## src/rtl/cascade_downcounter.sv

```systemverilog
// Two-stage cascaded down-counting timer: prescaler underflow enables the main counter.
// Define CASCADE_DOWNCOUNTER_AUTO_RELOAD_EN for periodic operation instead of one-shot.
module cascade_downcounter #(
   parameter int unsigned PRE_WIDTH = 4,
   parameter int unsigned CNT_WIDTH = 3
) (
   input  logic                 clk,
   input  logic                 rst,
   input  logic                 load,
   input  logic [PRE_WIDTH-1:0] pre_val,
   input  logic [CNT_WIDTH-1:0] cnt_val,
   input  logic                 start,
   input  logic                 stop,
   output logic                 busy,
   output logic                 tick,
   output logic [CNT_WIDTH-1:0] count,
   output logic                 done,
   output logic                 expired
);

   typedef enum logic [1:0] {
      IDLE    = 2'd0,
      RUN     = 2'd1,
      EXPIRED = 2'd2
   } state_t;

   localparam logic [PRE_WIDTH-1:0] PRE_ONE = PRE_WIDTH'(1);
   localparam logic [CNT_WIDTH-1:0] CNT_ONE = CNT_WIDTH'(1);

   state_t               state, state_nx;
   logic [PRE_WIDTH-1:0] pre_cnt, pre_cnt_nx;
   logic [CNT_WIDTH-1:0] cnt, cnt_nx;
   logic [PRE_WIDTH-1:0] pre_reload, pre_reload_nx;
   logic [CNT_WIDTH-1:0] cnt_reload, cnt_reload_nx;
   logic [PRE_WIDTH-1:0] pre_start;
   logic [CNT_WIDTH-1:0] cnt_start;

   always_ff @(posedge clk) begin
      if (rst) begin
         state      <= IDLE;
         pre_cnt    <= '0;
         cnt        <= '0;
         pre_reload <= '1;
         cnt_reload <= '1;
      end else begin
         state      <= state_nx;
         pre_cnt    <= pre_cnt_nx;
         cnt        <= cnt_nx;
         pre_reload <= pre_reload_nx;
         cnt_reload <= cnt_reload_nx;
      end
   end

   // A load on the same edge as start is bypassed straight into the counters.
   assign pre_start = load ? pre_val : pre_reload;
   assign cnt_start = load ? cnt_val : cnt_reload;

   always_comb begin
      state_nx      = state;
      pre_cnt_nx    = pre_cnt;
      cnt_nx        = cnt;
      pre_reload_nx = pre_reload;
      cnt_reload_nx = cnt_reload;
      unique case (state)
         IDLE, EXPIRED: begin
            if (load) begin
               pre_reload_nx = pre_val;
               cnt_reload_nx = cnt_val;
            end
            if (start) begin
               pre_cnt_nx = pre_start;
               cnt_nx     = cnt_start;
               state_nx   = RUN;
            end
         end
         RUN: begin
            if (stop) begin
               state_nx = IDLE;
            end else if (pre_cnt != '0) begin
               pre_cnt_nx = pre_cnt - PRE_ONE;
            end else begin
               pre_cnt_nx = pre_reload;
               if (cnt != '0) begin
                  cnt_nx = cnt - CNT_ONE;
               end else begin
`ifdef CASCADE_DOWNCOUNTER_AUTO_RELOAD_EN
                  cnt_nx = cnt_reload;
`else
                  state_nx = EXPIRED;
`endif
               end
            end
         end
         default: state_nx = IDLE;
      endcase
   end

   assign busy    = (state == RUN);
   assign expired = (state == EXPIRED);
   assign tick    = busy && (pre_cnt == '0) && !stop;
   assign done    = tick && (cnt == '0);
   assign count   = cnt;

endmodule

```

## config.mk

```make
export PLATFORM = sky130hd
export DESIGN_NAME = cascade_downcounter
export DESIGN_NICKNAME = d
export VERILOG_FILES = /design/src/rtl/cascade_downcounter.sv
export SDC_FILE = /design/constraint.sdc
export NUM_CORES = 1
export LEC_CHECK = 0
export BUFFER_PORTS_ARGS = -buffer_cell sky130_fd_sc_hd__buf_4
export CORE_MARGIN = 10
export CORE_UTILIZATION = 50
export DETAILED_ROUTE_END_ITERATION = 16
export PLACE_DENSITY = 0.76
export SLEW_MARGIN = 20
export SYNTH_ARGS = -nofsm -noshare
export SYNTH_HDL_FRONTEND = slang
export SYNTH_SLANG_ARGS = --single-unit
```

## constraint.sdc

```tcl
create_clock -name clk -period 2.2 [get_ports clk]
set_input_delay 0 -clock clk [delete_from_list [all_inputs] [get_ports clk]]
set_output_delay 0 -clock clk [all_outputs]
set_load 0.005 [all_outputs]
```

After elaboration in Yosys (flattened, before gate mapping) --
Index checks and enable logic that the tools add are counted.
Storage, ports and cells: register bits 16, input port bits 12, output and inout bits 7, logic and storage cells 45
Cells by class: $add $sub $neg 2, equal/unequal tests 8, mux-type cells 16, reductions and logical operators 14
Operators with widths (count):
- $mux 4 | 4
- $mux 3 | 5
- $mux 2 | 4
- $pmux 4 s2 | 1
- $ne 2x2->1 const B | 3
- $ne 3x3->1 const B | 2
- $pmux 3 s2 | 1
- $reduce_and 3->1 | 2
- $reduce_and 5->1 | 1
- $logic_not 4->1 | 1
- $pmux 2 s2 | 1
- $reduce_bool 4->1 | 1
- $sub 4x1->4 const B | 1
- $logic_and 1x1->1 | 3
- $logic_not 3->1 | 1
- $reduce_bool 3->1 | 1
- $sub 3x1->3 const B | 1
- $eq 2x1->1 const B | 1
- $eq 2x2->1 const B | 1
- $logic_not 2->1 | 1
- $ne 2x1->1 const B | 1
- $reduce_bool 2->1 | 1
- $reduce_or 2->1 | 1
- $logic_not 1->1 | 1

Logic depth before layout (Yosys ltp) --
Gate-level depths: netlist (run 1).
depth in word-level cells 5, mapped depth 6, depth with buffers taken out 6

Worst setup path after synthesis (run 1) --
No wires, ideal clock.
kind reg-to-reg, start point register pre_cnt[1], end point register pre_cnt[1], setup time 0.086 ns, arrival 1.608 ns, required time 2.114 ns, slack 0.505 ns, cell stages (with the launch flop) 7, buffers on the path 0, clock period less this slack 1.695 ns, path through dfxtp_1 -> inv_1 -> ha_1 -> or3b_4 -> mux2_4 -> o21a_1 -> a221oi_2
On the way: word-level cells in the longest chain between the ends 4, elaborated cells on any way between the ends 5, those cells by class add/sub: 1; mux: 3; reduce/logical: 1
Ends and longest elaborated chain:
- start: declaration | line 31 | logic [PRE_WIDTH-1:0] pre_cnt, pre_cnt_nx;
- start signal: assignment | line 47 | pre_cnt <= pre_cnt_nx;
- $sub 4x1->4 / $reduce_bool 4->1 (equally long branches) | line 80, 79
- $mux 4 (*) | line 79 | end else if (pre_cnt != '0) begin
- $mux 4 (*) | line 77 | if (stop) begin
- $pmux 4 s2 (*) | line 64 | unique case (state)
Mark *: on every way between the ends. The rest lies on a longest branch, timed or not. The select of a mux whose other input is x is not followed. A chain may end at the register's enable or synchronous reset.

Final worst setup path (run 1) --
Ends and elaborated chain as after synthesis.

==> impl_metrics.py, run 1 <==
metrics = {
    "sta": {
        "slew_viol_final": 0,
        "max_freq_mhz": 541,
        "rsz0062_at_grt": "false",
        "clock_skew_ns": 0.00323,
        "finalCriticalPeriod_ns": 1.85,
        "fin_crit_sh_pct": 84.0,
        "hold_viol": 0,
        "tightest_slew_ns": 0.540,
        "finalSetupTns_ns": 0,
        "setup_viol": 0,
        "layout_setup_ws_ns": 0.352,
        "relSlewSlack_pct": 64.0,
        "holdWs_ns": 0.0239,
    },
    "pwr": {
        "cellLeakagePower_nw": 0.540,
        "p_per_area_nw_per_um2": 710,
        "ir_drop_mv": 0.520,
        "finalPower_uw": 831,
    },
    "yosys": {
        "synthAdderAreaFrac_pct": 3.99,
        "syn_area_per_cell_um2": 8.48,
        "synth_compound_gate_area_share_pct": 25.5,
        "async_flop_share_pct": 0,
        "synth-seq-cells": 16,
        "synth-main-ff-cell": "dfxtp_1",
        "synth_xor_area_share_pct": 0,
        "synth-simple-area-share_pct": 20.6,
        "yosysWarnings": 0,
        "syn-instance-count": 111,
        "ys_types": 37,
        "syn_area_um2": 941,
        "synth_edf_count": 0,
        "yosysSeqAreaShare_pct": 34.0,
        "muxShareOfSynthArea_pct": 9.31,
        "syn_nets": 126,
        "synth_top_family_by_area": "compound AO/OA/AOI/OAI gates",
    },
    "setup_path": {
        "crit_required_ns": 2.40,
        "cp_top_family": "simple AND/OR/NAND/NOR gates",
        "worst-path-buf-inv": 1,
        "crit_slowest_cell": "or3b_4",
        "startpoint_type": "flop",
        "rr_startpoint": "pre_cnt[1]",
        "cp-end-kind": "flop",
        "crit_start": "pre_cnt[1]",
        "worstPathArrival_ns": 2.05,
        "cp_max_fo": 6,
        "path_cells": "inv_1 > ha_1 > or3b_4 > mux2_4 > o21a_1 > a221oi_2",
        "slowest_delay_ns": 0.42,
        "critical_path_class": "reg2reg",
    },
    "route": {
        "wl_per_cell_um": 14.5,
        "wirelength_mm": 2.29,
        "ant_nets": 0,
        "route.vias.total": 855,
        "drtPass1Iterations": 4,
        "vias_per_cell": 5.41,
        "drt_iter0_markers": 22,
        "remaining_drc_errors": 0,
    },
    "clock_tree": {
        "ctsResizeCount": 0,
        "hold_buffers": 4,
        "clockBufferDepth": 2,
        "cts_buffers": 3,
        "clk_pin_slew_ns": 0.09,
        "post_cts_buffers": 0,
        "clkSinkCount": 16,
        "insertion_delay_ns": 0.29,
        "htreeDepth": 1,
        "clockRootBuffer": "clkbuf_4",
        "cts_tree": "built",
    },
    "floorplan": {
        "die_x_um": 63.4,
        "die_area_um2": 4020,
        "io_pins": 19,
        "core_area_um2": 1760,
        "die_h_um": 63.4,
        "start_util_pct": 53.3,
        "placementRows": 15,
    },
    "cells_and_area": {
        "nets": 149,
        "area_delta_synth_final_pct": 24.5,
        "drive_gt1_share_pct": 22.6,
        "n_antenna_cell": 0,
        "fin_cells": 158,
    },
    "placement": {
        "routabilityCongestion": 0.856,
        "port_buffers": 18,
        "place_inst": 150,
        "post-dp-hpwl_mm": 1.68,
        "dpl_worst_slack_ns": 0.382,
    },
    "run_status": {
        "status": "finished, final reports clean",
    },
    "grt": {
        "antenna_found_initial": 0,
        "grt_usage_pct": 10.7,
        "grt_max_degree": 19,
        "grt_first_pass_wirelength_mm": 3.62,
        "grt_overflow": 0,
        "grt_pass1_vias": 845,
    },
    "hold_path": {
        "hold_start": "rst",
        "min_path_type": "in2reg",
    },
    "job": {
        "drv_cap": 0,
    },
}
-- Yosys cell counts, drive strengths merged, types with 2 or more instances --
cell type | n | share of area [%]
mux2i | 5 | 5.3
nor2 | 3 | 1.2
nand3 | 2 | 1.1
a21o | 2 | 1.6
ha | 3 | 4.0
nor3 | 4 | 2.1
a21oi | 8 | 4.3
nand2 | 8 | 3.2
o211a | 2 | 2.1
dfxtp | 16 | 34
a211oi | 2 | 1.6
a211o | 5 | 4.7
mux2 | 3 | 4.0
inv | 11 | 4.4
nor2b | 7 | 4.7
clkbuf | 4 | 1.6
o21ai | 6 | 3.2
nand2b | 4 | 2.7
-- cells by family (layout without fill, tap and decap cells) --
kind of cell             after synthesis  in the layout
AO/OA/AOI/OAI                         33             33
adder cells (fa/ha/maj)                3              3
buffers and inverters                 16             38
flip-flops                            16             16
multiplexers                           8              8
AND/OR/NAND/NOR                       35             35
-- flip-flops by register name (all words and copies together) (netlist names) --
register and flops:
count 3, state 2, cnt_reload 3, pre_reload 4, pre_cnt 4
-- per-layer routing --
metal / routed length, µm / GRT usage (%) / vias to the layer above / share of wire, %
li1: - / - / 442 / -
met1: 970 / 10.7 / 384 / 42
met2: 1150 / 19.5 / 27 / 50
met3: 148 / 5.12 / 2 / 6.5
met4: 17 / 2.46 / 0 / 0.74
met5: 0 / 0 / - / 0
-- path summary, 6_finish.rpt --
kind           endpoint  slack [ns]  cells past startpoint
max          pre_cnt[1]        0.35                      6
min          pre_cnt[2]        0.02                      2
max reg2reg  pre_cnt[1]        0.35                      6
min reg2reg  pre_cnt[0]        0.51                      2
-- through the flow --
stage	area (µm²)	utilization, %
4_1_cts	1170	66.4
3_5_place_dp	1090	62.1
5_1_grt	1170	66.4
3_3_place_gp	1090	62.1
2_1_floorplan	941	-
6_report	1170	66.4
-- layout by cell type (no fill, tap or decap), types with 2 or more instances in the layout --
cell,Yosys,routed
nand2_1,8,8
a211o_1,5,5
mux2i_1,5,5
o211a_1,2,2
nor2b_1,7,7
nor3_1,4,4
nand3_1,2,2
dfxtp_1,16,16
nand2b_1,4,4
o21ai_0,3,3
nor2_1,3,3
buf_4,0,19
o21ai_1,3,3
inv_1,10,10
dlygate4sd3_1,0,4
a211oi_1,2,2
mux2_2,2,2
a21o_1,2,2
clkbuf_4,0,3
a21oi_1,8,8
ha_1,3,3
-- report_power, final --
part / leakage, nW / switching [mW] / internal, mW
logic: 0.387 / 0.144 / 0.136
clock network: 0.0210 / 0.0936 / 0.101
registers: 0.132 / 0.0316 / 0.325
-- cell type report --
class | instances | area (µm²)
tap | 25 | 31.3
inverter | 11 | 41.3
fill | 162 | 593
sequential | 16 | 320
timing repair buffer | 23 | 183
multi-input combinational | 79 | 559
clock buffer | 4 | 36.3
(Power assumes the default switching activity.)
==> run 2: changes to the inputs <==
--- a/config.mk
+++ b/config.mk
@@ -7,9 +7,9 @@
 export LEC_CHECK = 0
 export BUFFER_PORTS_ARGS = -buffer_cell sky130_fd_sc_hd__buf_4
 export CORE_MARGIN = 10
-export CORE_UTILIZATION = 50
+export CORE_UTILIZATION = 47
 export DETAILED_ROUTE_END_ITERATION = 16
-export PLACE_DENSITY = 0.76
+export PLACE_DENSITY = 0.75
 export SLEW_MARGIN = 20
 export SYNTH_ARGS = -nofsm -noshare
 export SYNTH_HDL_FRONTEND = slang
==> constraint.sdc (replaced) <==
create_clock -name clk -period 1.7 [get_ports clk]
set_input_delay 0 -clock clk [delete_from_list [all_inputs] [get_ports clk]]
set_output_delay 0 -clock clk [all_outputs]
set_load 0.005 [all_outputs]
==> impl_metrics.py, run 2 (synthesized netlist as in run 1, its figures left out) <==
metrics = {
    "setup_path": {
        "r2r_end": "pre_cnt[1]",
        "rrSetupSlack_ns": 0.001,
        "cp-end-kind": "flop",
        "cp_max_fo": 4,
        "critical_path_class": "reg2reg",
        "rr_startpoint": "pre_cnt[0]",
        "crit_required_ns": 1.89,
        "path_cells": "inv_2 > ha_4 > or3b_4 > mux2_4 > o21a_1 > a221oi_2",
        "worstPathArrival_ns": 1.89,
        "startpoint_type": "flop",
        "r2r_cells": 6,
        "slowest_delay_ns": 0.40,
        "crit_slowest_cell": "or3b_4",
    },
    "sta": {
        "fin_crit_sh_pct": 99.9,
        "rsz0062_at_grt": "true",
        "max_freq_mhz": 589,
        "clock_skew_ns": 0.00694,
        "finalCriticalPeriod_ns": 1.70,
        "slew_viol_final": 0,
        "setup_viol": 0,
        "layout_setup_ws_ns": 0.00141,
        "hold_viol": 0,
        "relSlewSlack_pct": 71.0,
        "tightest_slew_ns": 0.434,
    },
    "pwr": {
        "netSwitchingFraction_pct": 33.6,
        "switchingPower_uw": 367,
        "p_seq_share_pct": 41.8,
        "intPower_uw": 726,
        "ir_drop_mv": 0.577,
        "p_clk_share_pct": 18.1,
        "power_frac_comb_pct": 40.1,
        "cellLeakagePower_nw": 0.577,
        "p_per_area_nw_per_um2": 878,
    },
    "route": {
        "vias_per_cell": 5.48,
        "drtPass1Iterations": 4,
        "ant_nets": 0,
        "drt_iter0_markers": 35,
        "wirelength_mm": 2.43,
        "route.vias.total": 915,
        "remaining_drc_errors": 0,
        "wl_per_cell_um": 14.5,
    },
    "floorplan": {
        "die_area_um2": 4190,
        "die_x_um": 64.7,
        "core_area_um2": 1940,
        "placementRows": 16,
        "start_util_pct": 48.5,
        "io_pins": 19,
        "die_h_um": 64.7,
    },
    "grt": {
        "grt_pass1_vias": 893,
        "grt_first_pass_wirelength_mm": 3.81,
        "grt_max_degree": 19,
        "grt_overflow": 0,
        "grt_usage_pct": 11.1,
        "antenna_found_initial": 0,
    },
    "cells_and_area": {
        "drive_gt1_share_pct": 31.4,
        "finalInstanceArea_um2": 1240,
        "n_antenna_cell": 0,
        "reg_top3": "pre_cnt: 4 flops, pre_reload: 4 flops",
        "final_cell_mix": "buf_4 (27), dfxtp_1 (14), inv_1 (8), nand2_1 (8), a21oi_1 (8)",
        "final_common_cell": "buf_4",
        "nets": 157,
        "area_delta_synth_final_pct": 32.3,
    },
    "clock_tree": {
        "clockBufferDepth": 2,
        "insertion_delay_ns": 0.28,
        "clk_pin_slew_ns": 0.08,
        "cts_buffers": 3,
        "htreeDepth": 1,
        "clockRootBuffer": "clkbuf_4",
        "clkSinkCount": 16,
        "cts_tree": "built",
    },
    "placement": {
        "dpl_worst_slack_ns": -0.0102,
        "routabilityCongestion": 0.805,
        "post-dp-hpwl_mm": 1.69,
        "port_buffers": 18,
        "dpl_cell_area_um2": 1140,
    },
    "hold_path": {
        "min_to": "pre_cnt[0]",
        "hold_start": "rst",
        "hold_depth": 2,
        "min_path_type": "in2reg",
    },
    "run_status": {
        "status": "finished, final reports clean",
    },
    "job": {
        "drv_cap": 0,
    },
}
run 2: cell types whose count changed in the layout (fill, tap and decap cells not counted):
cell,before,now
ha_4,0,1
buf_4,19,27
inv_2,1,3
ha_1,3,2
nor3_1,4,3
nor3_2,0,1
nor3b_1,1,0
clkbuf_8,1,0
dfxtp_2,0,2
inv_1,10,8
dfxtp_1,16,14
nor3b_2,0,1
run 2: metrics by stage:
step	total power, mW	std cells	util [%]	TNS [ns]	hold WS (ns)
floorplan	0.712	111	-	0	0.0365
global placement	0.844	158	58.8	0	0.209
detailed placement	0.860	158	58.8	-0.0102	0.213
CTS	1.08	166	63.4	0	0.00136
global route	1.17	167	64.1	-0.0884	0.0276
finish	1.09	167	64.1	0	0.0172
run 2: layer usage:
metal,GRT usage (%),routed length [µm],share of wire [%],vias to the layer above
met1,13.5,1070,44,432
li1,-,-,-,456
met5,0,0,0,-
met3,2.92,107,4.4,6
met2,17.6,1200,49,21
met4,5.88,48,2.0,0
run 2: worst max-delay path by stage:
stage | slack, ns | cells after the start | startpoint | endpoint
floorplan | 0.005 | 6 | pre_cnt[1] | pre_cnt[1]
global placement | 0.04 | 6 | pre_cnt[1] | pre_cnt[1]
global route | -0.08 | 6 | pre_cnt[0] | pre_cnt[1]
detailed placement | -0.01 | 6 | pre_cnt[1] | pre_cnt[1]
CTS | 0.01 | 6 | pre_cnt[0] | pre_cnt[1]
finish | 0.001 | 6 | pre_cnt[0] | pre_cnt[1]
run 2: timing repair:
item,4_1_cts,5_1_grt
resized for setup,5,3
hold endpoints to repair,4,0
hold buffers,4,0
pin swaps,0,1
setup endpoints to repair,2,4
setup buffers,1,1
run 2: layout make-up:
class | count | area, µm²
clock buffer | 3 | 22.5
fill | 176 | 697
inverter | 11 | 41.3
multi-input combinational | 79 | 582
sequential | 16 | 323
tap | 27 | 33.8
timing repair buffer | 31 | 243
run 2: worst max-delay path: cells and delay by family (launching register included):
family	cells	cell delay, ns
AO/OA/AOI/OAI	2	0.41
flip-flops	1	0.34
AND/OR/NAND/NOR	1	0.40
adder cells (fa/ha/maj)	1	0.13
buffers and inverters	1	0.06
multiplexers	1	0.27
run 2: power groups by stage:
stage | clock network (mW) | registers (mW) | logic [mW]
3_5_place_dp | 0 | 0.461 | 0.399
5_1_grt | 0.217 | 0.462 | 0.488
4_1_cts | 0.207 | 0.453 | 0.424
6_report | 0.198 | 0.457 | 0.439
3_3_place_gp | 0 | 0.460 | 0.384
2_1_floorplan | 0 | 0.460 | 0.252
==> run 3: changes to the inputs <==
--- a/config.mk
+++ b/config.mk
@@ -7,10 +7,10 @@
 export LEC_CHECK = 0
 export BUFFER_PORTS_ARGS = -buffer_cell sky130_fd_sc_hd__buf_4
 export CORE_MARGIN = 10
-export CORE_UTILIZATION = 47
+export CORE_UTILIZATION = 45
 export DETAILED_ROUTE_END_ITERATION = 16
-export PLACE_DENSITY = 0.75
-export SLEW_MARGIN = 20
+export PLACE_DENSITY = 0.69
+export SLEW_MARGIN = 30
 export SYNTH_ARGS = -nofsm -noshare
 export SYNTH_HDL_FRONTEND = slang
 export SYNTH_SLANG_ARGS = --single-unit
==> constraint.sdc (replaced) <==
create_clock -name clk -period 1.8 [get_ports clk]
set_input_delay 0 -clock clk [delete_from_list [all_inputs] [get_ports clk]]
set_output_delay 0 -clock clk [all_outputs]
set_load 0.005 [all_outputs]
==> impl_metrics.py, run 3 (synthesized netlist as in run 1, its figures left out) <==
metrics = {
    "sta": {
        "finalCriticalPeriod_ns": 1.75,
        "max_freq_mhz": 571,
        "fin_crit_sh_pct": 97.4,
        "hold_viol": 0,
        "relSlewSlack_pct": 65.8,
        "finalSetupTns_ns": 0,
        "layout_setup_ws_ns": 0.0476,
        "tightest_slew_ns": 0.513,
        "setup_viol": 0,
        "slew_viol_final": 0,
        "clock_skew_ns": 0.0117,
    },
    "setup_path": {
        "r2r_cells": 6,
        "crit_required_ns": 2.00,
        "cp-end-kind": "flop",
        "slowest_delay_ns": 0.40,
        "startpoint_type": "flop",
        "critical_path_class": "reg2reg",
        "rr_startpoint": "pre_cnt[0]",
        "r2r_end": "pre_cnt[1]",
        "crit_slowest_cell": "or3b_4",
        "rrSetupSlack_ns": 0.05,
        "path_cells": "inv_1 > ha_2 > or3b_4 > mux2_4 > o21a_1 > a221oi_2",
        "worstPathArrival_ns": 1.95,
        "cp_max_fo": 4,
    },
    "grt": {
        "grt_overflow": 0,
        "grt_usage_pct": 11.5,
        "grt_first_pass_wirelength_mm": 3.93,
        "grt_pass1_vias": 868,
        "antenna_found_initial": 0,
        "grt_max_degree": 19,
    },
    "cells_and_area": {
        "area_delta_synth_final_pct": 31.2,
        "final_common_cell": "buf_4",
        "final_cell_mix": "buf_4 (23), dfxtp_1 (14), inv_1 (9)",
        "reg_top3": "pre_cnt: 4 flops, pre_reload: 4 flops",
        "finalInstanceArea_um2": 1230,
        "drive_gt1_share_pct": 29.0,
        "fill_cells": 170,
        "n_antenna_cell": 0,
        "nets": 154,
    },
    "route": {
        "drtPass1Iterations": 4,
        "route.vias.total": 901,
        "wl_per_cell_um": 14.6,
        "ant_nets": 0,
        "wirelength_mm": 2.40,
        "remaining_drc_errors": 0,
        "drt_iter0_markers": 63,
        "vias_per_cell": 5.46,
    },
    "floorplan": {
        "io_pins": 19,
        "placementRows": 16,
        "die_x_um": 65.7,
        "core_area_um2": 1980,
        "die_area_um2": 4320,
        "die_h_um": 65.7,
        "start_util_pct": 47.5,
    },
    "run_status": {
        "status": "finished, final reports clean",
    },
    "hold_path": {
        "min_path_type": "in2reg",
        "min_to": "cnt_reload[1]",
        "hold_start": "cnt_val[1]",
        "hold_depth": 4,
    },
    "pwr": {
        "intPower_uw": 714,
        "power_frac_comb_pct": 36.0,
        "p_per_area_nw_per_um2": 866,
        "p_clk_share_pct": 23.3,
        "switchingPower_uw": 355,
        "ir_drop_mv": 0.500,
        "cellLeakagePower_nw": 0.569,
        "netSwitchingFraction_pct": 33.2,
        "p_seq_share_pct": 40.7,
    },
    "clock_tree": {
        "clockBufferDepth": 2,
        "insertion_delay_ns": 0.30,
        "clk_pin_slew_ns": 0.11,
        "htreeDepth": 1,
        "cts_tree": "built",
        "clockRootBuffer": "clkbuf_4",
        "clkSinkCount": 16,
        "cts_buffers": 3,
    },
    "placement": {
        "routabilityCongestion": 0.853,
        "dpl_worst_slack_ns": 0.0690,
        "post-dp-hpwl_mm": 1.73,
        "port_buffers": 18,
        "dpl_cell_area_um2": 1120,
    },
    "job": {
        "drv_cap": 0,
    },
}
run 3: cell types whose count changed in the layout (fill, tap and decap cells not counted), sizes merged:
cell | before | now
dlygate4sd3 | 4 | 5
buf | 27 | 23
clkbuf | 3 | 4
run 3: repair_timing:
action / 4_1_cts / 5_1_grt
buffers inserted: 0 / 1
hold buffers: 5 / 0
setup endpoints to repair: 1 / 2
gates resized for setup: 1 / 6
pin swaps: 0 / 1
cloned: 0 / 0
endpoints found under the hold margin: 7 / 0
run 3: power by group through the flow:
| stage | combinational [mW] | clock, mW | sequential, mW |
|---|---|---|---|
| floorplan | 0.238 | 0 | 0.435 |
| global placement | 0.348 | 0 | 0.436 |
| detailed placement | 0.358 | 0 | 0.437 |
| CTS | 0.370 | 0.259 | 0.431 |
| global route | 0.426 | 0.270 | 0.443 |
| finish | 0.385 | 0.250 | 0.435 |
run 3: how the worst max path moves through the flow:
stage               depth (start not counted)  slack, ns       start    endpoint
floorplan                                   6       0.11  pre_cnt[1]  pre_cnt[1]
global placement                            6       0.14  pre_cnt[1]  pre_cnt[1]
detailed placement                          6       0.07  pre_cnt[1]  pre_cnt[1]
CTS                                         6       0.04  pre_cnt[0]  pre_cnt[1]
global route                                6     -0.004  pre_cnt[0]  pre_cnt[1]
finish                                      6       0.05  pre_cnt[0]  pre_cnt[1]
run 3: worst max-delay path, delay by kind of cell (launching register included):
| kind | cells | cell delay [ns] |
|---|---|---|
| simple gates | 1 | 0.40 |
| fa+ha+maj | 1 | 0.16 |
| mux | 1 | 0.28 |
| flops | 1 | 0.35 |
| compound gates | 2 | 0.41 |
| buf+inv | 1 | 0.06 |
run 3: metal layers:
metal  routed length (µm)  track usage [%]
met2                 1220             19.0
met5                    0                0
met1                 1070             13.1
met3                   86             3.22
met4                   30             6.15
run 3: area by class of cell:
cell class | instances | area (µm²) | area share (%)
Multi-Input combinational cell | 79 | 578 | 46.8
Sequential cell | 16 | 323 | 26.1
Timing Repair Buffer | 28 | 223 | 18.0
Inverter | 11 | 41.3 | 3.34
Clock buffer | 4 | 36.3 | 2.94
Tap cell | 27 | 33.8 | 2.74
run 3: through the flow:
step                      power [mW]  util, %  cells  hold slack (ns)
after floorplan                0.673        -    111           0.0365
after CTS                       1.06     61.1    164           0.0669
after global routing            1.14     62.3    165           0.0695
after detailed placement       0.795     56.5    155            0.217
final                           1.07     62.3    165           0.0703
after global placement         0.784     56.5    155            0.210
